$ cat src/rtl/mult_pkg.sv
// Shared constants, state encoding and sizing helper for the shift-add multiplier.
package mult_pkg;

  localparam int unsigned DefaultWidth = 4;

  typedef logic [1:0] state_t;

  localparam state_t StIdle = 2'd0;
  localparam state_t StRun  = 2'd1;
  localparam state_t StDone = 2'd2;

  // The counter must be able to hold WIDTH itself, not just WIDTH-1.
  function automatic int unsigned cnt_width(input int unsigned width);
    return $clog2(width + 1);
  endfunction

endpackage

$ cat src/rtl/mult_add_row.sv
// One row of WIDTH ripple-carry full adders; sub inverts y and injects a carry-in of 1.
module mult_add_row #(
  parameter int unsigned WIDTH = 4
) (
  input  logic [WIDTH-1:0] x,
  input  logic [WIDTH-1:0] y,
  input  logic             sub,
  output logic [WIDTH-1:0] sum,
  output logic             cout
);

  logic [WIDTH:0]   carry;
  logic [WIDTH-1:0] y_eff;

  assign y_eff    = y ^ {WIDTH{sub}};
  assign carry[0] = sub;

  for (genvar i = 0; i < WIDTH; i++) begin : g_cell
    assign sum[i]     = x[i] ^ y_eff[i] ^ carry[i];
    assign carry[i+1] = (x[i] & y_eff[i]) | (carry[i] & (x[i] ^ y_eff[i]));
  end

  assign cout = carry[WIDTH];

endmodule

$ cat src/rtl/shift_add_multiplier.sv
// Sequential shift-add multiplier, one multiplier bit per enabled cycle, valid/ready on both sides.
// Define MULT_SIGNED_EN to build the two's-complement variant.
module shift_add_multiplier
  import mult_pkg::*;
#(
  parameter int unsigned WIDTH = DefaultWidth
) (
  input  logic                 clk,
  input  logic                 rst_n,
  input  logic                 ena,
  input  logic                 in_valid,
  output logic                 in_ready,
  input  logic [WIDTH-1:0]     a,
  input  logic [WIDTH-1:0]     b,
  output logic                 out_valid,
  input  logic                 out_ready,
  output logic [2*WIDTH-1:0]   product,
  output logic                 busy
);

  localparam int unsigned       CntW    = cnt_width(WIDTH);
  localparam logic [CntW-1:0]   LastCnt = CntW'(WIDTH - 1);

  state_t               state_q, state_d;
  logic [CntW-1:0]      cnt_q, cnt_d;
  logic [2*WIDTH-1:0]   acc_q, acc_d;
  logic [WIDTH-1:0]     a_q, a_d;
  logic [WIDTH-1:0]     b_q, b_d;

  logic [WIDTH-1:0]     pp;
  logic [WIDTH-1:0]     sum;
  logic                 cout;
  logic                 sub;
  logic                 top_bit;
  logic                 last;

  assign last = (cnt_q == LastCnt);
  assign pp   = b_q[0] ? a_q : '0;

`ifdef MULT_SIGNED_EN
  // The multiplier sign bit carries weight -2^(WIDTH-1), so its partial product is subtracted.
  assign sub     = last;
  // Bit WIDTH of the sign-extended sum; becomes the arithmetic-shift fill.
  assign top_bit = acc_q[2*WIDTH-1] ^ pp[WIDTH-1] ^ sub ^ cout;
`else
  assign sub     = 1'b0;
  assign top_bit = cout;
`endif

  mult_add_row #(
    .WIDTH (WIDTH)
  ) u_add_row (
    .x    (acc_q[2*WIDTH-1:WIDTH]),
    .y    (pp),
    .sub  (sub),
    .sum  (sum),
    .cout (cout)
  );

  always_comb begin
    state_d = state_q;
    cnt_d   = cnt_q;
    acc_d   = acc_q;
    a_d     = a_q;
    b_d     = b_q;
    if (ena) begin
      case (state_q)
        StIdle: begin
          if (in_valid) begin
            a_d     = a;
            b_d     = b;
            acc_d   = '0;
            cnt_d   = '0;
            state_d = StRun;
          end
        end
        StRun: begin
          acc_d = {top_bit, sum, acc_q[WIDTH-1:1]};
          b_d   = b_q >> 1;
          cnt_d = cnt_q + 1'b1;
          if (last) state_d = StDone;
        end
        StDone: begin
          if (out_ready) state_d = StIdle;
        end
        default: state_d = StIdle;
      endcase
    end
  end

  always_ff @(posedge clk or negedge rst_n) begin
    if (!rst_n) begin
      state_q <= StIdle;
      cnt_q   <= '0;
      acc_q   <= '0;
      a_q     <= '0;
      b_q     <= '0;
    end else begin
      state_q <= state_d;
      cnt_q   <= cnt_d;
      acc_q   <= acc_d;
      a_q     <= a_d;
      b_q     <= b_d;
    end
  end

  // Reset forces IDLE, so in_ready is also gated by rst_n to stay low while held in reset.
  assign in_ready  = rst_n & (state_q == StIdle);
  assign out_valid = (state_q == StDone);
  assign busy      = (state_q != StIdle);
  assign product   = out_valid ? acc_q : '0;

endmodule

$ cat config.mk
export PLATFORM = sky130hd
export DESIGN_NAME = shift_add_multiplier
export DESIGN_NICKNAME = d
export VERILOG_FILES = /design/src/rtl/mult_pkg.sv /design/src/rtl/mult_add_row.sv /design/src/rtl/shift_add_multiplier.sv
export SDC_FILE = /design/constraint.sdc
export NUM_CORES = 1
export LEC_CHECK = 0
export CAP_MARGIN = 20
export CORE_AREA = 2 2 53 93
export DETAILED_ROUTE_END_ITERATION = 16
export DIE_AREA = 0 0 55 95
export GPL_ROUTABILITY_DRIVEN = 0
export PLACE_DENSITY_LB_ADDON = 0.3
export SYNTH_ARGS = -nofsm -noshare
export SYNTH_HDL_FRONTEND = slang
export SYNTH_SLANG_ARGS = --single-unit
export TNS_END_PERCENT = 100
$ cat constraint.sdc
create_clock -name clk -period 3.5 [get_ports clk]
set_input_delay 0.525 -clock clk [delete_from_list [all_inputs] [get_ports clk]]
set_output_delay 0.525 -clock clk [all_outputs]
set_load 0.05 [all_outputs]
==> key figures, run 1 <==
STA
  – Min setup slack post-route: 0.795 ns
  – Final hold slack: 0.496 ns
  – Worst relative slew slack: 0.567
  – Final setup vio count: 0
  – Final Critical Period: 2.71 ns
  – Period utilization: 0.773
  – RSZ-0062 raised after global routing: no
  – Worst-margin pin slew: 0.649 ns
  – Worst clock skew: 0.00208 ns
  – Pins over their slew limit: 0
  – Setup TNS: 0 ns
  – Final hold vios: 0
  – Fmax: 370 MHz

Yosys
  – Post-Syn Instances: 83
  – Post-synth net total: 102
  – FF+latch count, synth: 21
  – Syn Area/Cell: 13.2 um^2
  – Top post-synthesis cells by area: dfrtp_1 48%, a22o_1 6.4%, and2_1 6.3%
  – Unique masters post-synth: 24
  – Top FF cell, synth: dfrtp_1
  – Yosys warns: 0
  – Share of the synthesized area in the top cell type: 0.481
  – Async SR Flop Fraction: 1.00
  – Yosys top cell by area: dfrtp_1
  – Mapped Area: 0.00109 mm^2
  – Seq/Total Area, Yosys: 0.481
  – Number of flops mapped to enable cells by yosys: 0

Setup path
  – Worst-path cell chain: nor2b_1 -> and2_1 -> clkdlybuf4s50_1
  – Critical-path top delay cell: clkdlybuf4s50_1
  – Reg-to-Reg End: acc_q[6]$_DFFE_PN0P_
  – Crit path largest cell delay: 0.79 ns
  – Crit Reg-Reg Startpoint: b_q[0]$_DFFE_PN0P_
  – CP required: 2.97 ns
  – CP Capture Type: output port
  – Max Fanout on Critical Path: 11
  – Worst EP arrival: 2.18 ns
  – Buffer and inverter count on the worst path: 1
  – Cell family with most CP delay: buffers and inverters
  – R2R setup slack: 1.29 ns
  – Critical path launch point type: flip-flop
  – Reg2Reg Depth: 7
  – WS Path Type: reg2out

Floorplanning
  – Initial core utilization: 0.240
  – Chip width: 55 um
  – CORE AREA: 0.00454 mm^2
  – Die height: 95 um
  – I/O pins: 24
  – Area of the die: 0.00523 mm^2
  – # rows: 33

Min path
  – Hold Startpoint: acc_q[0]$_DFFE_PN0P_
  – Worst Hold Depth: 1
  – Hold Path End: acc_q[0]$_DFFE_PN0P_
  – Worst hold path class: reg2reg

Clock network
  – Post-CTS Setup Bufs: 0
  – Worst-Skew Late Latency: 0.26 ns
  – Total CTS buffers: 3
  – Post-CTS sizing: 0
  – Cts hold-fix bufs: 0
  – CTS tree: built
  – Clock slew seen by the registers of the worst setup and hold paths: 0.08 ns
  – H-tree levels: 1
  – CTS Buffer Depth: 2
  – CTS root buffer: clkbuf_8
  – Clock Sink Count: 21

Route
  – DR WL/cell: 13.0 um
  – DRT iter0 DRCs: 2
  – Via density: 4.36
  – Via count: 693
  – WL final: 2.07 mm
  – Routed Antenna Nets: 0
  – Drt drc: 0
  – First-pass DRT Iterations: 3

Global routing
  – Vias in the first global route: 749
  – Remaining global-route overflow: 0
  – Largest net degree at the start of global routing: 23
  – Antenna violations before repair: 0
  – First-pass GRT wire length: 3.52 mm
  – Total track usage: 0.0937

Power
  – PwrDens: 677 mW/mm^2
  – Post-layout total power: 947 uW
  – Max rail drop VDD: 0.263 mV
  – Leakage: 0.630 nW

Layout
  – Area delta synth->final: 28.2%
  – Share of cells above drive strength 1: 0.206
  – Nets: 127
  – Finished Layout Cells: 159
  – # diodes: 0

Place
  – Post-place setup slack: 1.00 ns
  – Port bufs: 23
  – Dpl cells: 155
  – DPL Wire Length: 1.59 mm

Job
  – # Max-Cap Violations: 0

Outcome
  – Outcome: complete, no violations
==> registers in the layout (all words and copies together) (netlist names) <==
register / count
acc_q: 8
state_q: 2
cnt_q: 3
a_q: 4
b_q: 4
==> logic make-up after synthesis <==
kind of cell | after synthesis | synth area share
adders and majority gates | 6 | 0.0894
DFF | 21 | 0.481
buffers and inverters | 9 | 0.0515
muxes | 11 | 0.127
and+or+nand+nor | 21 | 0.132
AOI/OAI and AO/OA | 15 | 0.119
==> routing by layer <==
metal	up-vias	GRT usage	wire (um)
met5	-	0	0
met2	12	0.157	1140
met4	0	0.0427	27
met1	348	0.116	829
li1	331	-	-
met3	2	0.00949	71
==> power by group <==
part	switching [mW]	total (mW)	internal (mW)	leakage (nW)
registers	0.0786	0.421	0.342	0.269
logic	0.166	0.368	0.202	0.339
clock network	0.0780	0.159	0.0810	0.0228
total	0.322	0.947	0.625	0.630
==> placed cells by master, fill, tap and decap left out, types with 2 or more instances in the layout <==
cell type / n
inv_1: 5
buf_4: 2
clkbuf_8: 3
mux2_4: 4
nand2_1: 3
a22o_1: 8
dfrtp_1: 21
fa_1: 3
and2_1: 11
clkdlybuf4s50_1: 22
ha_1: 3
mux2_2: 6
o2bb2ai_1: 3
==> cells in the mapped netlist, types with 3 or more instances <==
master	number
nand2_1	3
mux2_2	6
and2_1	11
dfrtp_1	21
inv_1	5
mux2_4	4
ha_1	3
o2bb2ai_1	3
fa_1	3
a22o_1	8
buf_6	3
==> how the worst max path moves through the flow <==
stage                           start          to  cells past startpoint
4_1_cts        state_q[0]$_DFFE_PN0P_  product[5]                      3
3_5_place_dp   state_q[0]$_DFFE_PN0P_  product[4]                      3
3_3_place_gp   state_q[0]$_DFFE_PN0P_  product[4]                      3
5_1_grt        state_q[0]$_DFFE_PN0P_  product[3]                      3
6_report       state_q[0]$_DFFE_PN0P_  product[5]                      3
2_1_floorplan  state_q[0]$_DFFE_PN0P_  product[0]                      4
==> per-stage QoR <==
step / util / area (um^2)
floorplan: - / 1090
global placement: 0.298 / 1360
detailed placement: 0.298 / 1360
CTS: 0.308 / 1400
global route: 0.308 / 1400
finish: 0.308 / 1400
==> layout make-up <==
cell class                      instances  area, um^2
Tap cell                               52        65.1
Clock buffer                            4        45.0
Sequential cell                        21         526
Inverter                                5        18.8
Timing Repair Buffer                   24         235
Fill cell                             495        3140
Multi-Input combinational cell         53         510
Power figures use the tool's default switching activity.
==> run 2: changes to the inputs <==
==> constraint.sdc (replaced) <==
create_clock -name clk -period 2.48 [get_ports clk]
set_input_delay 0.372 -clock clk [delete_from_list [all_inputs] [get_ports clk]]
set_output_delay 0.372 -clock clk [all_outputs]
set_load 0.05 [all_outputs]
==> run 2 against run 1 <==
  * Total power increased by 42%
  * Setup slack got worse by 0.56 ns
  * Flip-flop and latch count unchanged
  * Highest routed layer unchanged
  * Combinational power increased by 43%
  * Core utilization about the same
  * Largest cell class unchanged
  * Clock skew about the same
==> key figures, run 2 (synthesis gave the netlist of run 1 again) <==
STA
  – Worst-margin pin slew: 0.672 ns (+0.0232 ns)
  – Min setup slack post-route: 0.237 ns (-0.558 ns)
  – Fmax: 446 MHz
  – Final Critical Period: 2.24 ns
  – RSZ-0062 raised after global routing: no
  – Period utilization: 0.904
  – Pins over their slew limit: 0 (unchanged)
  – Worst clock skew: 0.00177 ns (-0.000313 ns)
  – Setup TNS: 0 ns (unchanged)
  – Final hold vios: 0 (unchanged)
  – Final setup vio count: 0 (unchanged)
  – Worst relative slew slack: 0.552 (-0.0155)

Setup path
  – Max Fanout on Critical Path: 11 (unchanged)
  – Crit Reg-Reg Startpoint: b_q[0]$_DFFE_PN0P_
  – Critical path launch point type: flip-flop
  – Worst EP arrival: 1.87 ns (-0.31 ns)
  – Reg-to-Reg End: acc_q[6]$_DFFE_PN0P_
  – CP Capture Type: output port
  – Reg2Reg Depth: 7 (unchanged)
  – WS Path Type: reg2out
  – R2R setup slack: 0.31 ns (-0.98 ns)
  – CP required: 2.11 ns (-0.86 ns)

Power
  – Post-layout total power: 1.35 mW (+42%)
  – Max rail drop VDD: 0.439 mV (+67%)
  – Leakage: 0.658 nW (+4.4%)
  – PwrDens: 962 mW/mm^2 (+42%)

Outcome
  – Outcome: complete, no violations

Layout
  – Most common cell after layout, fill and taps aside: dfrtp_1
  – Share of cells above drive strength 1: 0.296 (+0.0907)
  – Filler Cell Count: 497 (+0.40%)
  – Most frequent cells in the layout: 21 x dfrtp_1, 14 x clkdlybuf4s50_1, 11 x and2_1
  – Top Registers: acc_q (8), a_q (4), b_q (4)
  – Area delta synth->final: 28.3% (about the same)
  – Util after Layout: 0.309 (about the same)
  – Biggest register: acc_q
  – Nets: 128 (+0.79%)
  – # diodes: 0 (unchanged)
  – Max FFs per register: 8 (unchanged)

Route
  – Drt drc: 0 (unchanged)
  – Routed Antenna Nets: 0 (unchanged)
  – WL final: 2.04 mm (-1.2%)
  – DR WL/cell: 12.8 um (-1.8%)
  – First-pass DRT Iterations: 2 (-1)
  – DRT iter0 DRCs: 5 (+3)
  – Via count: 725 (+4.6%)
  – Via density: 4.53 (+4.0%)

Clock network
  – Clock slew seen by the registers of the worst setup and hold paths: 0.08 ns (about the same)
  – CTS root buffer: clkbuf_8
  – Clock Sink Count: 21 (unchanged)
  – CTS Buffer Depth: 2 (unchanged)
  – CTS tree: built
  – Post-CTS Setup Bufs: 0 (unchanged)
  – Worst-Skew Late Latency: 0.26 ns (about the same)
  – Post-CTS sizing: 0 (unchanged)
  – Total CTS buffers: 3 (unchanged)
  – H-tree levels: 1 (unchanged)
  – Cts hold-fix bufs: 0 (unchanged)

Global routing
  – Largest net degree at the start of global routing: 22 (-4.3%)
  – First-pass GRT wire length: 3.43 mm (-2.6%)
  – Antenna violations before repair: 0 (unchanged)
  – Remaining global-route overflow: 0 (unchanged)
  – Vias in the first global route: 748 (-0.13%)
  – Total track usage: 0.0919 (-0.00178)

Floorplanning
  – # rows: 33 (unchanged)
  – I/O pins: 24 (unchanged)
  – Initial core utilization: 0.240 (unchanged)
  – Chip width: 55 um (unchanged)
  – Area of the die: 0.00523 mm^2 (unchanged)
  – CORE AREA: 0.00454 mm^2 (unchanged)
  – Die height: 95 um (unchanged)

Place
  – Post-place setup slack: 0.316 ns (-0.688 ns)
  – DPL Wire Length: 1.51 mm (-4.9%)
  – Port bufs: 23 (unchanged)

Job
  – # Max-Cap Violations: 0 (unchanged)

Min path
  – Worst hold path class: in2async
[run 2: cell count changes in the layout (fill, tap and decap cells not counted), sizes merged]
cell	delta
buf	+9
clkbuf	-1
clkdlybuf4s50	-8
clkinv	+1
[run 2: layout make-up]
| type | instances | area (um^2) | area share |
|---|---|---|---|
| Clock buffer | 3 | 41.3 | 0.0295 |
| Sequential cell | 21 | 526 | 0.375 |
| Inverter | 5 | 18.8 | 0.0134 |
| Clock inverter | 1 | 5.00 | 0.00357 |
| Multi-Input combinational cell | 53 | 510 | 0.364 |
| Timing Repair Buffer | 25 | 235 | 0.168 |
| Tap cell | 52 | 65.1 | 0.0464 |
[run 2: routing by layer]
layer / GRT usage / up-vias / part of all wire
met1: 0.110 / 368 / 0.40
met4: 0.0488 / 0 / 0.023
li1: - / 339 / -
met5: 0 / - / 0
met2: 0.148 / 14 / 0.54
met3: 0.0206 / 4 / 0.039
[run 2: worst max path at each step]
stage,endpoint,depth (start not counted),from
after floorplan,acc_q[6]$_DFFE_PN0P_,7,b_q[0]$_DFFE_PN0P_
after global placement,acc_q[6]$_DFFE_PN0P_,7,b_q[0]$_DFFE_PN0P_
after detailed placement,acc_q[6]$_DFFE_PN0P_,7,b_q[0]$_DFFE_PN0P_
after CTS,busy,2,state_q[0]$_DFFE_PN0P_
after global routing,busy,2,state_q[0]$_DFFE_PN0P_
final,busy,2,state_q[0]$_DFFE_PN0P_
[run 2: critical path, cell delays in order (launching register included)]
cell,delay (ns)
dfrtp_1,0.57
or2_4,0.23
clkdlybuf4s50_1,0.81
[run 2: report_power, final]
part	internal, mW	switching (mW)	total, mW
Combinational	0.293	0.232	0.525
Clock	0.112	0.116	0.229
Sequential	0.483	0.112	0.595
Total	0.888	0.460	1.35
[run 2: metrics by stage]
stage	instance area [um^2]	hold WS, ns	instances
finish	1400	0.499	160
global route	1400	0.518	160
CTS	1400	0.504	160
detailed placement	1360	0.475	156
global placement	1360	0.474	156
floorplan	1090	0.0764	83
